--- config.mk ---
export PLATFORM = sky130hd
export DESIGN_NAME = seg_scan_display
export DESIGN_NICKNAME = d
export VERILOG_FILES = /design/src/rtl/seg_scan_display_pkg.sv /design/src/rtl/seg_scan_display_key_sync.sv /design/src/rtl/seg_scan_display.sv
export SDC_FILE = /design/constraint.sdc
export NUM_CORES = 1
export LEC_CHECK = 0
export ABC_AREA = 1
export CORE_MARGIN = 3
export CORE_UTILIZATION = 51
export CTS_CLUSTER_SIZE = 25
export DETAILED_ROUTE_END_ITERATION = 7
export PLACE_DENSITY = 0.87
export SYNTH_ARGS = -nofsm -noshare
export SYNTH_HDL_FRONTEND = slang
export SYNTH_HIERARCHICAL = 1
export SYNTH_SLANG_ARGS = --single-unit
--- constraint.sdc ---
create_clock -name clk -period 1.9 [get_ports clk]
set_input_delay 0.285 -clock clk [delete_from_list [all_inputs] [get_ports clk]]
set_output_delay 0.285 -clock clk [all_outputs]
set_load 0.01 [all_outputs]
--- src/rtl/seg_scan_display_pkg.sv ---
// Shared types and helpers for the multiplexed 7-segment note display.
// Holds the capture FSM state type, segment constants and the digit code table.
package seg_scan_display_pkg;

  typedef enum logic {
    IDLE = 1'b0,
    HELD = 1'b1
  } state_t;

  localparam logic [7:0] SEG_BLANK = 8'h00;
  localparam logic [7:0] SEG_DP    = 8'h80;

  // Segment pattern {dp,g,f,e,d,c,b,a} for a note code; 0 and 10..15 are blank.
  function automatic logic [7:0] seg_code(input logic [3:0] note);
    logic [7:0] pat;
    case (note)
      4'd1:    pat = 8'h06;
      4'd2:    pat = 8'h5B;
      4'd3:    pat = 8'h4F;
      4'd4:    pat = 8'h66;
      4'd5:    pat = 8'h6D;
      4'd6:    pat = 8'h7D;
      4'd7:    pat = 8'h07;
      4'd8:    pat = 8'h7F;
      4'd9:    pat = 8'h6F;
      default: pat = SEG_BLANK;
    endcase
    return pat;
  endfunction

endpackage

--- src/rtl/seg_scan_display_key_sync.sv ---
// Key input conditioning: per-bit 2-flop synchronizer, optionally followed by a
// stability debouncer when SEG_DEBOUNCE_EN is defined.
module seg_scan_display_key_sync #(
  parameter int NUM_KEYS     = 7,
  parameter int DEBOUNCE_CYC = 250000
) (
  input  logic                clk,
  input  logic                rst_n,
  input  logic [NUM_KEYS-1:0] key,
  output logic [NUM_KEYS-1:0] ks
);

  logic [NUM_KEYS-1:0] sync_p0;
  logic [NUM_KEYS-1:0] sync_p1;

  // Two-flop synchronizer for the asynchronous key levels
  always_ff @(posedge clk or negedge rst_n) begin
    if (!rst_n) begin
      sync_p0 <= '0;
      sync_p1 <= '0;
    end else begin
      sync_p0 <= key;
      sync_p1 <= sync_p0;
    end
  end

`ifdef SEG_DEBOUNCE_EN
  localparam int DCNT_W = $clog2(DEBOUNCE_CYC + 1);

  logic [NUM_KEYS-1:0] sync_p2;
  logic [NUM_KEYS-1:0] deb_q;
  logic [DCNT_W-1:0]   dcnt;

  // Accept a new synced level only after it has held steady DEBOUNCE_CYC cycles
  always_ff @(posedge clk or negedge rst_n) begin
    if (!rst_n) begin
      sync_p2 <= '0;
      deb_q   <= '0;
      dcnt    <= '0;
    end else begin
      sync_p2 <= sync_p1;
      if ((sync_p1 == deb_q) || (sync_p1 != sync_p2)) begin
        dcnt <= '0;
      end else if (dcnt == DCNT_W'(DEBOUNCE_CYC - 1)) begin
        deb_q <= sync_p1;
        dcnt  <= '0;
      end else begin
        dcnt <= dcnt + 1'b1;
      end
    end
  end

  assign ks = deb_q;
`else
  assign ks = sync_p1;
`endif

endmodule

--- src/rtl/seg_scan_display.sv ---
// Multi-digit time-multiplexed 7-segment driver showing a history of played notes.
// Optional key debouncing is enabled with the SEG_DEBOUNCE_EN macro.
module seg_scan_display
  import seg_scan_display_pkg::*;
#(
  parameter int NUM_KEYS       = 7,
  parameter int NUM_DIGITS     = 4,
  parameter int SCAN_DIV       = 50000,
  parameter int SEG_ACTIVE_LOW = 0,
  parameter int DEBOUNCE_CYC   = 250000
) (
  input  logic                  clk,
  input  logic                  rst_n,
  input  logic [NUM_KEYS-1:0]   key,
  input  logic                  clr,
  output logic [7:0]            seg,
  output logic [NUM_DIGITS-1:0] dig,
  output logic [3:0]            cur_note,
  output logic                  note_valid
);

  localparam int   IDX_W = (NUM_DIGITS > 1) ? $clog2(NUM_DIGITS) : 1;
  localparam int   CNT_W = $clog2(SCAN_DIV);
  localparam logic INV   = (SEG_ACTIVE_LOW != 0);

  logic [NUM_KEYS-1:0] ks;
  state_t              state, state_nxt;
  logic                capture, release_evt;
  logic [3:0]          note_nxt;
  logic [3:0]          hist [NUM_DIGITS];
  logic [CNT_W-1:0]    cnt;
  logic [IDX_W-1:0]    idx, idx_nxt;
  logic                scan_wrap;
  logic [7:0]          seg_r, seg_nxt;
  logic [NUM_DIGITS-1:0] dig_r, dig_nxt;

  seg_scan_display_key_sync #(
    .NUM_KEYS     (NUM_KEYS),
    .DEBOUNCE_CYC (DEBOUNCE_CYC)
  ) u_key_sync (
    .clk   (clk),
    .rst_n (rst_n),
    .key   (key),
    .ks    (ks)
  );

  // Note code of the lowest-index pressed key (0 when none)
  always_comb begin
    note_nxt = 4'd0;
    for (int i = NUM_KEYS - 1; i >= 0; i--) begin
      if (ks[i]) note_nxt = 4'(i + 1);
    end
  end

  // Capture FSM state register
  always_ff @(posedge clk or negedge rst_n) begin
    if (!rst_n) state <= IDLE;
    else        state <= state_nxt;
  end

  // Capture FSM next state: one capture per press, ignore other keys while held
  always_comb begin
    state_nxt   = state;
    capture     = 1'b0;
    release_evt = 1'b0;
    case (state)
      IDLE: if (ks != '0) begin
        state_nxt = HELD;
        capture   = 1'b1;
      end
      HELD: if (ks == '0) begin
        state_nxt   = IDLE;
        release_evt = 1'b1;
      end
      default: state_nxt = IDLE;
    endcase
  end

  // Note history shift register, current note and hold flag; clr beats capture
  always_ff @(posedge clk or negedge rst_n) begin
    if (!rst_n) begin
      for (int i = 0; i < NUM_DIGITS; i++) hist[i] <= 4'd0;
      cur_note   <= 4'd0;
      note_valid <= 1'b0;
    end else begin
      if (capture)          note_valid <= 1'b1;
      else if (release_evt) note_valid <= 1'b0;
      if (clr) begin
        for (int i = 0; i < NUM_DIGITS; i++) hist[i] <= 4'd0;
        cur_note <= 4'd0;
      end else if (capture) begin
        for (int i = NUM_DIGITS - 1; i > 0; i--) hist[i] <= hist[i-1];
        hist[0]  <= note_nxt;
        cur_note <= note_nxt;
      end
    end
  end

  // Next digit slot and the segment/strobe values it will present
  always_comb begin
    scan_wrap = (cnt == CNT_W'(SCAN_DIV - 1));
    idx_nxt   = (idx == IDX_W'(NUM_DIGITS - 1)) ? '0 : idx + 1'b1;
    dig_nxt   = NUM_DIGITS'(1) << idx_nxt;
    seg_nxt   = seg_code(hist[idx_nxt]) |
                (((idx_nxt == '0) && note_valid) ? SEG_DP : SEG_BLANK);
  end

  // Prescaler, scan index and output registers; seg and dig switch together
  always_ff @(posedge clk or negedge rst_n) begin
    if (!rst_n) begin
      cnt   <= '0;
      idx   <= '0;
      seg_r <= SEG_BLANK;
      dig_r <= NUM_DIGITS'(1);
    end else if (scan_wrap) begin
      cnt   <= '0;
      idx   <= idx_nxt;
      seg_r <= seg_nxt;
      dig_r <= dig_nxt;
    end else begin
      cnt <= cnt + 1'b1;
    end
  end

  assign seg = seg_r ^ {8{INV}};
  assign dig = dig_r ^ {NUM_DIGITS{INV}};

endmodule

; ---- Word-level counts from Yosys, hierarchy flattened
; Memory sizes are Yosys's and may differ from the RTL's.
; Index checks and enable logic that the tools add are counted.
[word_totals]
register_bits = 66
mem_bits_ro = 112
inputBits = 10
output_inout_bits = 17
elab_cells = 54
n_memories = 1
[memory_table]
columns = name, words, word_bits, read_ports, rd_clocked_by_memory_dff, wr, line_no
row1 = (name not given), 16, 7, 1, 0, 0, seg_scan_display_pkg.sv:16  ; case (note)
[classes]
addsub = 2
order_cmp = 1
eq_ne = 2
shift = 1
muxes = 25
bitwise_logic = 3
n_reduce_logical = 6
[op_table]
columns = operator, count
row1 = $mux W16, 3
row2 = $mux W4, 5
row3 = $mux W3, 6
row4 = $add A16 B1 Y16 const B, 1
row5 = $eq A16 B16 Y1 const B, 1
row6 = $bmux W4 S2, 1
row7 = $mux W8, 1
row8 = $or A8 B8 Y8, 1
row9 = $logic_not A7 Y1, 1
row10 = $mux W1, 7
row11 = $reduce_bool A7 Y1, 1
row12 = $reduce_bool A2 Y1, 2
row13 = $shl A1 B2 Y4 const A, 1
row14 = $ge A3 B3 Y1 const B, 1
row15 = $not A2 Y3, 1
row16 = $add A2 B1 Y2 const B, 1
row17 = $eq A2 B2 Y1 const B, 1
row18 = $logic_not A2 Y1, 1
row19 = $mux W2, 1
row20 = $pmux W1 S2, 1
row21 = $logic_and A1 B1 Y1, 1
row22 = $not A1 Y1, 1

; ---- Longest topological paths before layout
[depth]
ltp_word = 9
mapped_depth = 11
depth_no_buf = 11

; ---- Hierarchy
; The synthesis kept the hierarchy.
[modules_own_cells]
columns = module, instances, cells_each, area_per_inst_um2, seq_area_each_um2
row1 = seg_scan_display, 1, 278, 2297.2, 1102.3
row2 = seg_scan_display_key_sync, 1, 14, 350.3, 350.3

; ---- Least setup slack after synthesis
; OpenSTA, ideal clock, no wires.
[synth_timing]
path_type = reg2reg
from = reg idx[0]
to = reg seg_r[3], in the netlist seg[3]
setup_ns = 0.128
t_arrival_ns = 1.597
required_ns = 1.772
setup_slack_ns = 0.176
path_stages_with_launch = 10
path_buffers = 0
period_less_slack_ns = 1.724
cell_sequence = dfrtp_1 > inv_1 > ha_1 > inv_1 > nand3_1 > nand2_1 > inv_1 > ha_1 > nand2_1 > nand3_1
[synth_via]
elab_chain_cells = 8
word_cells_on_any_way = 9
cone_classes = add/sub (1) / eq/ne (1) / mux (4) / bitwise (2) / memory (1)
[synth_lines]
columns = item, line_no
row1 = start: declaration, seg_scan_display.sv:32  ; logic [IDX_W-1:0] idx, idx_nxt;
row2 = start signal: assignment, seg_scan_display.sv:117  ; idx <= idx_nxt;
row3 = $add A2 B1 Y2 or $eq A2 B2 Y1 (tied branches), seg_scan_display.sv:102  ; idx_nxt = (idx == IDX_W'(NUM_DIGITS - 1)) ? '0 : idx + 1'b1;
row4 = $mux W2 (*), seg_scan_display.sv:102
row5 = named net idx_nxt[1], seg_scan_display.sv:32
row6 = $not A2 Y3 (not written as such) (*), seg_scan_display.sv:104  ; seg_nxt = seg_code(hist[idx_nxt]) |
row7 = $bmux W4 S2 (*), seg_scan_display.sv:104
row8 = $mux W4 (not written as such) (*) (2 in series), seg_scan_display.sv:104
row9 = $mem_v2 Z16 W7 (*), n/a
row10 = $or A8 B8 Y8 (*), seg_scan_display.sv:104
row11 = end signal: assignment, seg_scan_display.sv:118  ; seg_r <= seg_nxt;
row12 = end: declaration, seg_scan_display.sv:34  ; logic [7:0] seg_r, seg_nxt;
; Mark *: on every way through the listed nets, which the timed path passes. The rest lies on a longest branch. The select of a mux whose other input is x is not followed.
; A chain may end at the register's enable or synchronous reset.

; ---- Final worst setup path
; Ends and elaborated chain as after synthesis.

==> summary by stage <==
Setup path
The worst path required time is about 2.1 ns. Walking the worst path, the cells encountered are inv_1 -> ha_2 -> inv_2 -> nand3_1 -> nand2_2 -> inv_2 -> ha_1 -> nand2_1 -> nand3_1. Together, buffers and inverters on the worst path number 3. The worst setup path is captured at a flop. The cell with the largest stage delay on the worst path is dfrtp_1. On the worst path, the slowest cell contributes a delay of around 0.4 ns. The critical path class is reg2reg. The critical path arrival is 1.99 ns.

The largest fanout on the critical path is 4. The kind of cell adding the most delay to the critical path is adder cells. STA classifies the critical path startpoint as a flop.

Finish
For this run, the share of the core covered by cells in the final layout is 0.6621. The number of antenna diodes in the final layout is 0. The final design instance area without fill is around 3200 µm². The net count of the finished layout is between 300 and 400. The area growth from synthesis to layout is 22.02%. The number of standard cells in the layout, taps in and fillers out is about 400. The fraction of layout cells with a size suffix above 1 is 0.1522.

Clock tree
The longest clock path from root to sink contains 2 buffers. The CTS buffer count is 9. The H-tree was split into 3 levels. TritonCTS built the clock tree.

The clock slew at the register clock pins of the worst setup and hold paths is 0.07 ns. The library cell used as clock root buffer is clkbuf_8. Clock tree synthesis found a total of 58 sinks. The worst-skew pair later-pin latency is approximately 0.34 ns.

Synthesis
The dominant combinational cell family by area after synthesis is simple AND/OR/NAND/NOR gates. The synthesized design contains 0 enable-type register cells. For this run, the leading register cell type out of synthesis is dfrtp_1. Yosys printed 6 warnings. The xor and xnor area share after synthesis is 0.01323. Ranked by total cell area, the synthesized netlist is headed by dfrtp_1 (54%), nand2_1 (9.9%), inv_1 (5.5%). Of the total synthesized cell area, the portion taken by AND, OR, NAND and NOR gates is 0.2495.

Counting flops with an async set or reset pin after synthesis yields a share of 1.000. The synthesized-area fraction occupied by ao, oa, aoi and oai cells came to 0.06758. The share of synthesized area in the top cell type comes to 0.5388. For this run, the register share of the synthesized area comes to 0.5487.

A synthesized cell averages 9.067 µm². After synthesis, the most frequently instantiated cells are nand2_1 (70), dfrtp_1 (57), inv_1 (39), nor2_1 (30), nand3_1 (18). The post-synthesis cell type count is 36. In this run, synthesis produced a sequential element count of 58.

Of the total synthesized cell area, the portion taken by full adders, half adders and majority gates is 0.03781. After synthesis the cells add up to 2648 µm². nand2_1 is the most common cell in the netlist. The cell count after synthesis came out at about 300. Summed over all instances, the cell type with the most area after synthesis is dfrtp_1. Counting every net in the synthesized netlist gives between 300 and 400. The multiplexer share of the synthesized area is 0.

Timing
The total negative setup slack is 0 ns. The total count of max-transition violations in the final report was 0. Setup violations remaining at the end of the flow were counted as 0. Setup repair after global routing left no endpoint under its margin. The hold violation total from the final report is 0. The worst clock skew on the final layout is 0.006838 ns. The final worst hold slack is between 0.3 and 0.4 ns. The share of the cycle needed by the critical path after routing is 0.9353. The minimum clock period is 1.777 ns. Based on the critical path, the design can be clocked at up to roughly 560 MHz.

Global route
For this run, the total global-route usage over all layers was measured as 0.1909. The global-route wire length before repair is roughly 9 mm. The pin count of the biggest net entering global routing is 27.

The initial antenna violation count was 0. The via count of the first global-routing pass is between 2,000 and 2,500. The aggregate global routing overflow is 0.

Detailed routing
For this block, the via count after detailed routing is about 2,000. For this block, the routed nets add up to around 5 mm of wire. The mean routed wirelength per cell is between 10 and 15 µm. The detailed router finished its first iteration with around 110 violations. For this run, design rule violations remaining after detail routing come to 0. Once detail routing completed, the nets flagged for antenna violations numbered 0. The average via count per standard cell is about 5.

The pre-antenna-repair detailed-routing pass consisted of 4 iterations.

Power and ir drop
The share of total power dissipated in the clock network is 0.454. The register share of total power is 0.481. For this design the total switching power over the nets is ~600 µW.

Power spread over the standard cell area amounts to 837.5 nW/µm². The cell-internal power is about 2100 µW. The switching part of the total power is 0.2227.

The analysis attributes to cell leakage a power of 0.001616 µW. The maximum VDD drop is roughly 0.50 mV. The fraction of power consumed by combinational cells is 0.065.

Min path
The class of the worst hold path is reg2reg.

Die
The floorplan step defined a core boundary enclosing approximately 5000 µm². The height of the chip is ~80 µm. The standard-cell row count is 25. The die is roughly 80 µm wide.

During I/O placement, the number of pins put on the boundary was 27. The starting density of the core is 0.5426. The die covers between 6000 and 7000 µm².

Status
The run finished with clean final reports.

Placed design
Detailed placement finished with a half-perimeter wire length of roughly 3.6 mm. The congestion estimate from routability-driven global placement came to between 0.8 and 0.9. During placement, the flow inserted port buffers numbering 25.

The total instance count after detailed placement is about 380. The post-placement cell area is 2974 µm².

Flow run
The number of maximum-capacitance violations is 0.
layer usage:
layer  wire length (µm)  global-route usage  share of wire
met5                  0                   0              0
met3                231             0.06078          0.046
met2               2497              0.3159           0.50
met1               2157              0.2242           0.43
met4                107             0.09441          0.021
final cells by class:
| class | count | area (µm²) |
|---|---|---|
| clock buffers | 13 | 178.9 |
| clock inverters | 3 | 45.04 |
| fillers | 406 | 1649 |
| inverters | 43 | 163.9 |
| multi-input cells | 185 | 985.9 |
| flip-flops and latches | 58 | 1453 |
| well taps | 67 | 83.83 |
| repair buffers | 33 | 320.3 |
layout by cell type (no fill, tap or decap), drive strengths merged, types with 2 or more instances in the layout:
cell / netlist / final
xor2: 3 / 3
clkbuf: 0 / 13
nor3: 8 / 8
nand3: 21 / 21
o21ai: 14 / 14
inv: 43 / 43
nor2: 34 / 34
o22ai: 5 / 5
ha: 8 / 8
a21oi: 6 / 6
nand4: 4 / 4
buf: 6 / 8
dfrtp: 57 / 57
nand2: 73 / 73
clkdlybuf4s50: 0 / 24
clkinvlp: 0 / 2
path summary, 6_finish.rpt:
path / start / depth (start not counted) / to / slack (ns)
max: idx[0] / 9 / seg[3] / 0.12
min reg2reg: u_key_sync/sync_p0[6] / 0 / u_key_sync/ks[6] / 0.35
max reg2reg: idx[0] / 9 / seg[3] / 0.12
min: u_key_sync/sync_p0[6] / 0 / u_key_sync/ks[6] / 0.35
min in group asynchronous: rst_n / 2 / cnt[8] / 0.43
max in group asynchronous: rst_n / 3 / cur_note[1] / 0.92
stage by stage:
stage | setup slack, ns | power (µW)
floorplan | 0.1755 | 1396
global placement | 0.1202 | 1496
detailed placement | 0.01592 | 1503
CTS | 0.05287 | 2736
global route | 0.001805 | 2822
finish | 0.1229 | 2706
flip-flops by register name, summed over array words and instances, names as in the netlist:
signal              flops
u_key_sync/ks           7
note_valid              1
hist                    9
u_key_sync/sync_p0      7
cur_note                3
idx                     2
seg                     8
state                   1
dig                     4
cnt                    16
cells by family after synthesis:
group           count (synthesis)
compound gates                 30
xor+xnor                        4
fa+ha+maj                       8
buf+inv                        49
flops                          58
other cells                     1
simple gates                  142
repair_timing:
action,in CTS,in global routing
setup endpoints to repair,1,2
setup buffers,1,1
endpoints found under the hold margin,18,0
resized for setup,0,4
hold buffers,1,0
power by group through the flow:
stage / clock network (µW) / registers [µW] / logic (µW)
after floorplan: 0 / 1320 / 76.5
after global placement: 0 / 1320 / 173
after detailed placement: 0 / 1320 / 178
after CTS: 1250 / 1300 / 181
after global routing: 1310 / 1310 / 203
final: 1230 / 1300 / 176
Power figures use the tool's default switching activity.
